**config.mk**
```make
export PLATFORM = sky130hd
export DESIGN_NAME = p4_router_ingress_arbiter
export DESIGN_NICKNAME = d
export VERILOG_FILES = /design/src/rtl/p4_router_ingress_arbiter.sv
export SDC_FILE = /design/constraint.sdc
export NUM_CORES = 1
export LEC_CHECK = 0
export ABC_AREA = 1
export CAP_MARGIN = 25
export CORE_AREA = 4 4 162 164
export DETAILED_ROUTE_END_ITERATION = 10
export DIE_AREA = 0 0 166 168
export PLACE_DENSITY_LB_ADDON = 0.12
export SKIP_LAST_GASP = 1
export SLEW_MARGIN = 20
export SYNTH_ARGS = -nofsm -noshare
export SYNTH_HDL_FRONTEND = slang
export SYNTH_SLANG_ARGS = --single-unit
```
**constraint.sdc**
```tcl
create_clock -name clk -period 1.7 [get_ports clk]
set_clock_uncertainty 0.15 [all_clocks]
set_input_delay 0.34 -clock clk [delete_from_list [all_inputs] [get_ports clk]]
set_output_delay 0.34 -clock clk [all_outputs]
set_load 0.05 [all_outputs]
```
**src/rtl/p4_router_ingress_arbiter.sv**
```systemverilog
// Frame-level round-robin merge of NUM_PORTS ingress AXIS streams, tagging m_tid and truncating overlong frames.
// Optional: define P4_ROUTER_ING_ARB_OUTPUT_REG_EN for a 2-entry skid slice on the m_* outputs.
module p4_router_ingress_arbiter #(
   parameter int NUM_PORTS       = 4,
   parameter int DATA_BYTES      = 8,
   parameter int PORT_ID_WIDTH   = 4,
   parameter int MAX_FRAME_WORDS = 256,
   parameter int CNT_WIDTH       = 32
) (
   input  logic                               clk,
   input  logic                               aresetn,
   input  logic [NUM_PORTS-1:0]               s_tvalid,
   output logic [NUM_PORTS-1:0]               s_tready,
   input  logic [NUM_PORTS*DATA_BYTES*8-1:0]  s_tdata,
   input  logic [NUM_PORTS*DATA_BYTES-1:0]    s_tkeep,
   input  logic [NUM_PORTS-1:0]               s_tlast,
   output logic                               m_tvalid,
   input  logic                               m_tready,
   output logic [DATA_BYTES*8-1:0]            m_tdata,
   output logic [DATA_BYTES-1:0]              m_tkeep,
   output logic                               m_tlast,
   output logic [PORT_ID_WIDTH-1:0]           m_tid,
   output logic                               m_trunc,
   output logic [NUM_PORTS-1:0]               trunc_stb,
   output logic [CNT_WIDTH-1:0]               trunc_count
);

   localparam int DW = DATA_BYTES * 8;
   localparam int PW = $clog2(NUM_PORTS);
   localparam int BW = $clog2(MAX_FRAME_WORDS);

   localparam logic [1:0] ST_IDLE  = 2'd0;
   localparam logic [1:0] ST_PASS  = 2'd1;
   localparam logic [1:0] ST_DRAIN = 2'd2;

   logic [1:0]               state_reg;
   logic [PW-1:0]            grant_reg;
   logic [PW-1:0]            last_grant_reg;
   logic [PW-1:0]            next_grant;
   logic                     grant_found;
   logic [BW-1:0]            beat_cnt_reg;
   logic [NUM_PORTS-1:0]     trunc_stb_reg;
   logic [CNT_WIDTH-1:0]     trunc_count_reg;
   logic [PORT_ID_WIDTH-1:0] tid_ext;

   logic                     g_valid;
   logic                     g_last;
   logic [DW-1:0]            g_data;
   logic [DATA_BYTES-1:0]    g_keep;
   logic                     trunc_hit;
   logic                     c_valid;
   logic                     c_ready;
   logic                     c_last;
   logic                     c_trunc;
   logic                     c_fire;
   logic                     port_ready;

   assign g_valid = s_tvalid[grant_reg];
   assign g_last  = s_tlast[grant_reg];
   assign g_data  = s_tdata[int'(grant_reg)*DW +: DW];
   assign g_keep  = s_tkeep[int'(grant_reg)*DATA_BYTES +: DATA_BYTES];

   // The beat carrying the last permitted word becomes the frame end unless the source already ends there.
   assign trunc_hit = (beat_cnt_reg == BW'(MAX_FRAME_WORDS - 1)) && !g_last;
   assign c_last    = g_last || trunc_hit;
   assign c_trunc   = trunc_hit;
   assign c_fire    = c_valid && c_ready;

   always_comb begin
      tid_ext = '0;
      tid_ext[PW-1:0] = grant_reg;
   end

   // Round-robin scan starting just after the previous winner.
   always_comb begin
      next_grant  = last_grant_reg;
      grant_found = 1'b0;
      for (int i = 1; i <= NUM_PORTS; i++) begin
         if (!grant_found && s_tvalid[(int'(last_grant_reg) + i) % NUM_PORTS]) begin
            next_grant  = PW'((int'(last_grant_reg) + i) % NUM_PORTS);
            grant_found = 1'b1;
         end
      end
   end

   always_comb begin
      c_valid    = 1'b0;
      port_ready = 1'b0;
      case (state_reg)
         ST_PASS: begin
            c_valid    = g_valid;
            port_ready = c_ready;
         end
         ST_DRAIN: port_ready = 1'b1;
         default: ;
      endcase
   end

   for (genvar gi = 0; gi < NUM_PORTS; gi++) begin : g_ready
      assign s_tready[gi] = (grant_reg == PW'(gi)) && port_ready;
   end

   always_ff @(posedge clk or negedge aresetn) begin
      if (!aresetn) begin
         state_reg       <= ST_IDLE;
         grant_reg       <= '0;
         last_grant_reg  <= PW'(NUM_PORTS - 1);
         beat_cnt_reg    <= '0;
         trunc_stb_reg   <= '0;
         trunc_count_reg <= '0;
      end else begin
         trunc_stb_reg <= '0;
         case (state_reg)
            ST_IDLE: begin
               if (grant_found) begin
                  grant_reg      <= next_grant;
                  last_grant_reg <= next_grant;
                  state_reg      <= ST_PASS;
               end
            end
            ST_PASS: begin
               if (c_fire) begin
                  if (g_last) begin
                     state_reg    <= ST_IDLE;
                     beat_cnt_reg <= '0;
                  end else if (trunc_hit) begin
                     state_reg                <= ST_DRAIN;
                     beat_cnt_reg             <= '0;
                     trunc_stb_reg[grant_reg] <= 1'b1;
                     if (trunc_count_reg != '1) begin
                        trunc_count_reg <= trunc_count_reg + 1'b1;
                     end
                  end else begin
                     beat_cnt_reg <= beat_cnt_reg + 1'b1;
                  end
               end
            end
            ST_DRAIN: begin
               if (g_valid && g_last) begin
                  state_reg <= ST_IDLE;
               end
            end
            default: state_reg <= ST_IDLE;
         endcase
      end
   end

   assign trunc_stb   = trunc_stb_reg;
   assign trunc_count = trunc_count_reg;

`ifdef P4_ROUTER_ING_ARB_OUTPUT_REG_EN
   localparam int SW = DW + DATA_BYTES + 2 + PORT_ID_WIDTH;

   logic [SW-1:0] c_word;
   logic [SW-1:0] out_word_reg;
   logic [SW-1:0] skid_word_reg;
   logic          out_valid_reg;
   logic          skid_valid_reg;

   assign c_word  = {g_data, g_keep, c_last, c_trunc, tid_ext};
   // Ready comes from slice occupancy only, so the input side never sees m_tready combinationally.
   assign c_ready = !skid_valid_reg;

   always_ff @(posedge clk or negedge aresetn) begin
      if (!aresetn) begin
         out_valid_reg  <= 1'b0;
         skid_valid_reg <= 1'b0;
         out_word_reg   <= '0;
         skid_word_reg  <= '0;
      end else if (!out_valid_reg || m_tready) begin
         if (skid_valid_reg) begin
            out_word_reg   <= skid_word_reg;
            out_valid_reg  <= 1'b1;
            skid_valid_reg <= 1'b0;
         end else begin
            if (c_fire) begin
               out_word_reg <= c_word;
            end
            out_valid_reg <= c_fire;
         end
      end else if (c_fire) begin
         skid_word_reg  <= c_word;
         skid_valid_reg <= 1'b1;
      end
   end

   assign m_tvalid = out_valid_reg;
   assign {m_tdata, m_tkeep, m_tlast, m_trunc, m_tid} = out_word_reg;
`else
   assign c_ready  = m_tready;
   assign m_tvalid = c_valid;
   assign m_tdata  = g_data;
   assign m_tkeep  = g_keep;
   assign m_tlast  = (state_reg == ST_PASS) && c_last;
   assign m_trunc  = (state_reg == ST_PASS) && c_trunc;
   assign m_tid    = tid_ext;
`endif

endmodule

```
### Yosys cells after proc, flatten, opt, wreduce, memory -nomap -nowiden

Cells that the tools add are included.

| word-level totals | value |
|---|---|
| output and inout port bits | 119 |
| word-level logic and storage cells | 104 |
| register bits | 50 |
| input bits | 299 |

| operators by class | value |
|---|---|
| bitwise operators | 5 |
| reductions and logical operators | 28 |
| order comparisons | 6 |
| shifts and indexed selects | 2 |
| add/subtract/negate cells | 6 |
| mux-type cells | 40 |
| equal/unequal tests | 11 |

Operators with widths:

| operator | count |
|---|---|
| 256-bit by 9-bit indexed part select with 64-bit output | 1 |
| 32-bit by 1-bit adder with 32-bit output, second input constant | 1 |
| 32-bit inequality test, second input constant | 1 |
| 32-bit by 6-bit indexed part select with 8-bit output | 1 |
| 2-bit two-way mux | 9 |
| 3-bit by 4-bit less-than comparator with 1-bit output, second input constant | 4 |
| 1-bit two-way mux | 16 |
| 4-bit two-way mux | 4 |
| 8-bit two-way mux | 2 |
| 1-bit logical AND | 13 |
| 1-bit binary-select mux with 2-bit select | 6 |
| 8-bit by 1-bit adder with 8-bit output, second input constant | 1 |
| 8-bit == test, second input constant | 1 |
| 2-bit OR reduction | 4 |
| 2-bit == test, second input constant | 3 |
| 2-bit inequality test, second input constant | 3 |
| 2-bit case mux with 3 select lines | 1 |
| 5-bit AND reduction | 1 |
| 2-bit by 1-bit adder with 2-bit output, second input constant | 2 |
| 2-bit adder, second input constant | 2 |
| 1-bit bitwise AND, first input constant | 4 |
| 2-bit by 1-bit == test with 1-bit output, second input constant | 2 |
| 1-bit zero test | 4 |
| 2-bit zero test | 2 |
| other kinds (9) | 10 |

### Depth between registers and ports, before layout

Gate-level depths: netlist (run 1).

| depth | value |
|---|---|
| depth in word-level cells | 18 |
| mapped depth | 12 |
| depth with buffers taken out | 12 |

### Least setup slack after synthesis (run 1)

Ideal clock, no wire load.

| timing path | value |
|---|---|
| kind | register -> output |
| start | register grant_reg[0] |
| end | output port m_trunc |
| cell stages (with the launch flop) | 8 |
| buffers on the path | 1 |
| required time | 1210 ps |
| slack | -1019 ps |
| data arrival time | 2229 ps |
| cell sequence | dfrtp_1 buf_4 inv_2 nand2_1 nand2_1 nand2_1 nand2_2 nor3_1 |

| between the ends | value |
|---|---|
| cells in the longest elaborated chain, start to end | 5 |

RTL lines:

| what | line | source |
|---|---|---|
| start, declared | 37 | `logic [PW-1:0] grant_reg;` |
| start signal, assigned | 116 | `grant_reg <= next_grant;` |
| 1-bit binary-select mux with 2-bit select | 59 | `assign g_last = s_tlast[grant_reg];` |
| 1-bit two-way mux (not written as such) | 59 |  |
| 1-bit zero test | 64 | `assign trunc_hit = (beat_cnt_reg == BW'(MAX_FRAME_WORDS - 1)) && !g_last;` |
| 1-bit logical AND | 64 |  |
| 1-bit logical AND | 195 | `assign m_trunc = (state_reg == ST_PASS) && c_trunc;` |
| end, declared | 23 | `output logic m_trunc,` |

Every way passes these cells. The select of a mux whose other input is x is not followed.

### Worst setup path after layout (run 1)

| timing path | value |
|---|---|
| start | register grant_reg[1] |
| end | output port m_tkeep[0] |

| between the ends | value |
|---|---|
| cells in the longest elaborated chain, start to end | 1 |

RTL lines:

| what | line | source |
|---|---|---|
| 32-bit by 6-bit indexed part select with 8-bit output | 61 | `assign g_keep = s_tkeep[int'(grant_reg)*DATA_BYTES +: DATA_BYTES];` |
| end, declared | 20 | `output logic [DATA_BYTES-1:0] m_tkeep,` |

Every way passes these cells.

==> run summary, run 1 <==
OUTCOME
----------------------------------------------------------------------------------------
Outcome                                                                     finished, violations left
Violated checks                                                             setup timing

CELLS AND AREA
----------------------------------------------------------------------------------------
Max FFs per register                                                                  32
Most frequent cells in the layout                                           297 x sky130_fd_sc_hd__clkdlybuf4s50_1, 174 x sky130_fd_sc_hd__nand2_1, 132 x sky130_fd_sc_hd__buf_4
Share of layout cells above drive strength 1                                       51.3%
Utilization after layout                                                           57.9%
Signed area change from the synthesized netlist to the final layout                 195%
Most common cell after layout, fill and taps aside                          sky130_fd_sc_hd__clkdlybuf4s50_1
Total non-filler cell area in the finished layout                             0.0144 mm2
Number of cells in the finished layout apart from fillers                           1679
Post-layout net count                                                               1650

ROUTE
----------------------------------------------------------------------------------------
Total DRC errors in the routed layout                                                  0
Post-DR wirelength/cell                                                          20.9 um
Antenna-violating nets left                                                            0
Overall via count from detail_route                                                 7812
Final Routed Wirelength                                                         35100 um
Routed via count divided by cell count                                              4.65
Number of optimization iterations in the first detailed-route pass                     4
Initial drt markers                                                                  315

CLOCKING
----------------------------------------------------------------------------------------
# H-tree levels                                                                        2
Clock slew at reported path FFs                                                    80 ps
Clock tree root driver cell                                                 sky130_fd_sc_hd__clkbuf_16
Buffer levels on the longest clock path                                                2
Number of clock buffers inserted by TritonCTS                                          5
Number of sinks handled by clock tree synthesis                                       50
Clock tree from TritonCTS                                                            yes
Clock latency of the later-clocked register in the worst-skew pair                300 ps

LOGIC SYNTHESIS
----------------------------------------------------------------------------------------
Sequential-to-total area share from yosys stat                                     25.7%
Total number of yosys warnings                                                         0
Count of cell types in the netlist                                                    40
Number of flops mapped to enable cells by yosys                                        0
Synthesized-area fraction occupied by adder cells                                  1.28%
Number of register bits inferred by synthesis                                         50
Main combinational cell family by area after synthesis                      simple AND/OR/NAND/NOR gates
Area fraction in compound gates after synthesis                                    23.5%
Post-Syn Area                                                                0.00488 mm2
Synthesized instance count                                                           760
Dominant register cell in the synthesized netlist                           sky130_fd_sc_hd__dfrtp_1
Post-synthesis xor/xnor area fraction                                              4.13%
Multiplexer fraction of the synthesized cell area                                     0%
Mapped Avg Cell Area                                                            6.42 um2
Simple-gate share of the synthesized area                                          37.5%
Proportion of synthesized flip-flops having asynchronous set or reset               100%

FLOORPLAN
----------------------------------------------------------------------------------------
Overall die width                                                                 166 um
Die area                                                                      0.0279 mm2
Chip height                                                                       168 um
Starting Density                                                                   19.6%
Count of standard-cell rows                                                           58
Number of primary I/O pins                                                           418
Core Footprint                                                                0.0249 mm2

CRITICAL PATH
----------------------------------------------------------------------------------------
Critical-path top delay cell                                                sky130_fd_sc_hd__dfrtp_4
Arrival time reported for the critical path endpoint                             1800 ps
Slowest cell delay on critical path                                               530 ps
Family with the most delay on the worst path                                  flip-flops
Highest fanout seen on the critical path                                               8
Category of the worst setup path launch point                                       flop
Total buffers and inverters traversed by the critical path                             4
Crit end category                                                             output pin
Critical path, cell by cell                                                 inv_4, nor2_4, buf_12, buf_6, a22oi_2, nand2_4, buf_12
Worst Setup Path Type                                                       flop to output pin
Cell mode on critical path                                                  sky130_fd_sc_hd__buf_12
WP data required                                                                 1210 ps

GLOBAL ROUTING
----------------------------------------------------------------------------------------
Global routing usage on met1                                                       29.8%
Number of antenna violations at the first check in global routing                      3
Via count of the first global-routing pass                                          7884
Met2 GRT Util                                                                      40.5%
Wire length of the first global-routing pass                                    49800 um
Grt total ovfl                                                                         0
Global route hottest layer                                                          met2
Overall global routing resource usage                                              23.0%
Largest net degree at the start of global routing                                     51
GR Layer Usage met3                                                                4.23%

TIMING
----------------------------------------------------------------------------------------
Number of failing hold endpoints at the final stage                                    0
Fin crit period                                                                  2290 ps
Worst hold margin                                                                 407 ps
Final critical-path setup slack                                                  -592 ps
Final setup fails                                                                    127
Max Slew Vio Count                                                                     0
Maximum clock rate                                                             0.436 GHz
RSZ-0062 raised after global routing                                                 yes
Portion of the clock cycle consumed by the worst path in the final layout           135%

WORST HOLD PATH
----------------------------------------------------------------------------------------
Worst min path class                                                        input port to async pin

PWR
----------------------------------------------------------------------------------------
Worst IR Drop VDD                                                                1.31 mV
Overall power                                                                   0.0242 W
Power density relative to cell area                                          1680 mW/mm2
Leakage                                                                          5.98 nW

FLOW RUN
----------------------------------------------------------------------------------------
MaxCap Viol Count                                                                      0

PLACE
----------------------------------------------------------------------------------------
Half-perimeter wire length after placement                                      28200 um
# port buffers                                                                       415
Routability cong.                                                                  0.924
Placed cell count                                                                   1622
Cell area reported after detailed placement                                   0.0127 mm2

cell usage after synthesis, types with 7 or more instances:
cell                         n  area share (%)
sky130_fd_sc_hd__nand2_1   292              22
sky130_fd_sc_hd__nor3_1     12             1.2
sky130_fd_sc_hd__nor2_1     59             4.5
sky130_fd_sc_hd__clkbuf_1   22             1.7
sky130_fd_sc_hd__dfrtp_1    48              25
sky130_fd_sc_hd__nand2_2     7            0.90
sky130_fd_sc_hd__nand4_1     9             1.2
sky130_fd_sc_hd__xnor2_1     8             1.4
sky130_fd_sc_hd__o21ai_2    13             2.3
sky130_fd_sc_hd__nand3_1    45             4.6
sky130_fd_sc_hd__buf_2       8            0.82
sky130_fd_sc_hd__xor2_1     15             2.7
sky130_fd_sc_hd__o21ai_0    12             1.2
sky130_fd_sc_hd__a22oi_1   117              18
sky130_fd_sc_hd__inv_1      41             3.2
tightest hold or removal path, cell delays in order:
cell and delay (ps):
sky130_fd_sc_hd__dlygate4sd3_1 520, sky130_fd_sc_hd__buf_2 120, sky130_fd_sc_hd__buf_12 260
area by class of cell:
type | count | area, um2
well taps | 330 | 413
fillers | 2200 | 10500
clock buffers | 5 | 125
repair buffers | 617 | 7320
multi-input cells | 624 | 5010
inverters | 48 | 219
clock inverters | 3 | 26.3
flip-flops and latches | 50 | 1290
diodes | 2 | 5.00
power breakdown:
group	internal (W)	total [W]	switching, W
clock	0.000561	0.00106	0.000501
sequential	0.00135	0.00150	0.000144
combinational	0.00996	0.0216	0.0117
per-layer routing:
layer  vias up  routed length, um  part of all wire (%)
li1       3759                  -                     -
met1      3766              14600                    42
met2       247              18100                    52
met3        38               1670                   4.8
met4         2                659                   1.9
met5         -                 13                 0.037
kinds of logic after synthesis:
group | after synthesis
simple gates | 438
buf+inv | 87
xor+xnor | 23
fa+ha+maj | 5
compound gates | 156
other cells | 1
flops | 50
final timing paths:
path / from / depth (start not counted) / end / slack [ps]
setup / recovery: grant_reg[1]$_DFFE_PN0P_ / 7 / m_tkeep[0] / -590
hold / removal: aresetn / 3 / trunc_count[18]$_DFFE_PN0P_ / 410
setup reg to reg: grant_reg[0]$_DFFE_PN0P_ / 15 / trunc_count[14]$_DFFE_PN0P_ / -500
hold reg to reg: last_grant_reg[1]$_DFFE_PN1P_ / 2 / last_grant_reg[1]$_DFFE_PN1P_ / 410
max in group asynchronous: aresetn / 3 / last_grant_reg[0]$_DFFE_PN1P_ / 700
min in group clk: last_grant_reg[1]$_DFFE_PN1P_ / 2 / last_grant_reg[1]$_DFFE_PN1P_ / 410
repair_timing:
action / 4_1_cts / 5_1_grt
resized for setup: 106 / 164
setup buffers: 24 / 14
hold buffers: 1 / 0
gates cloned: 5 / 10
endpoints found under the setup margin: 129 / 130
hold endpoints to repair: 48 / 0
pin swaps: 22 / 71
through the flow:
step                      TNS [ps]  setup WS, ps
after detailed placement    -37810          -391
after floorplan             -22610          -340
after global routing        -70610          -676
final                       -60800          -592
after CTS                   -64870          -602
after global placement      -36920          -404
Note: power is estimated with default switching activity, not from simulation.
==> run 2: changes to the inputs <==
--- a/config.mk
+++ b/config.mk
@@ -12,7 +12,6 @@
 export DIE_AREA = 0 0 166 168
 export PLACE_DENSITY_LB_ADDON = 0.12
 export SKIP_LAST_GASP = 1
-export SLEW_MARGIN = 20
 export SYNTH_ARGS = -nofsm -noshare
 export SYNTH_HDL_FRONTEND = slang
 export SYNTH_SLANG_ARGS = --single-unit
==> results of run 2 <==
No change in the layout: final DEF, timing and power equal those of run 1.
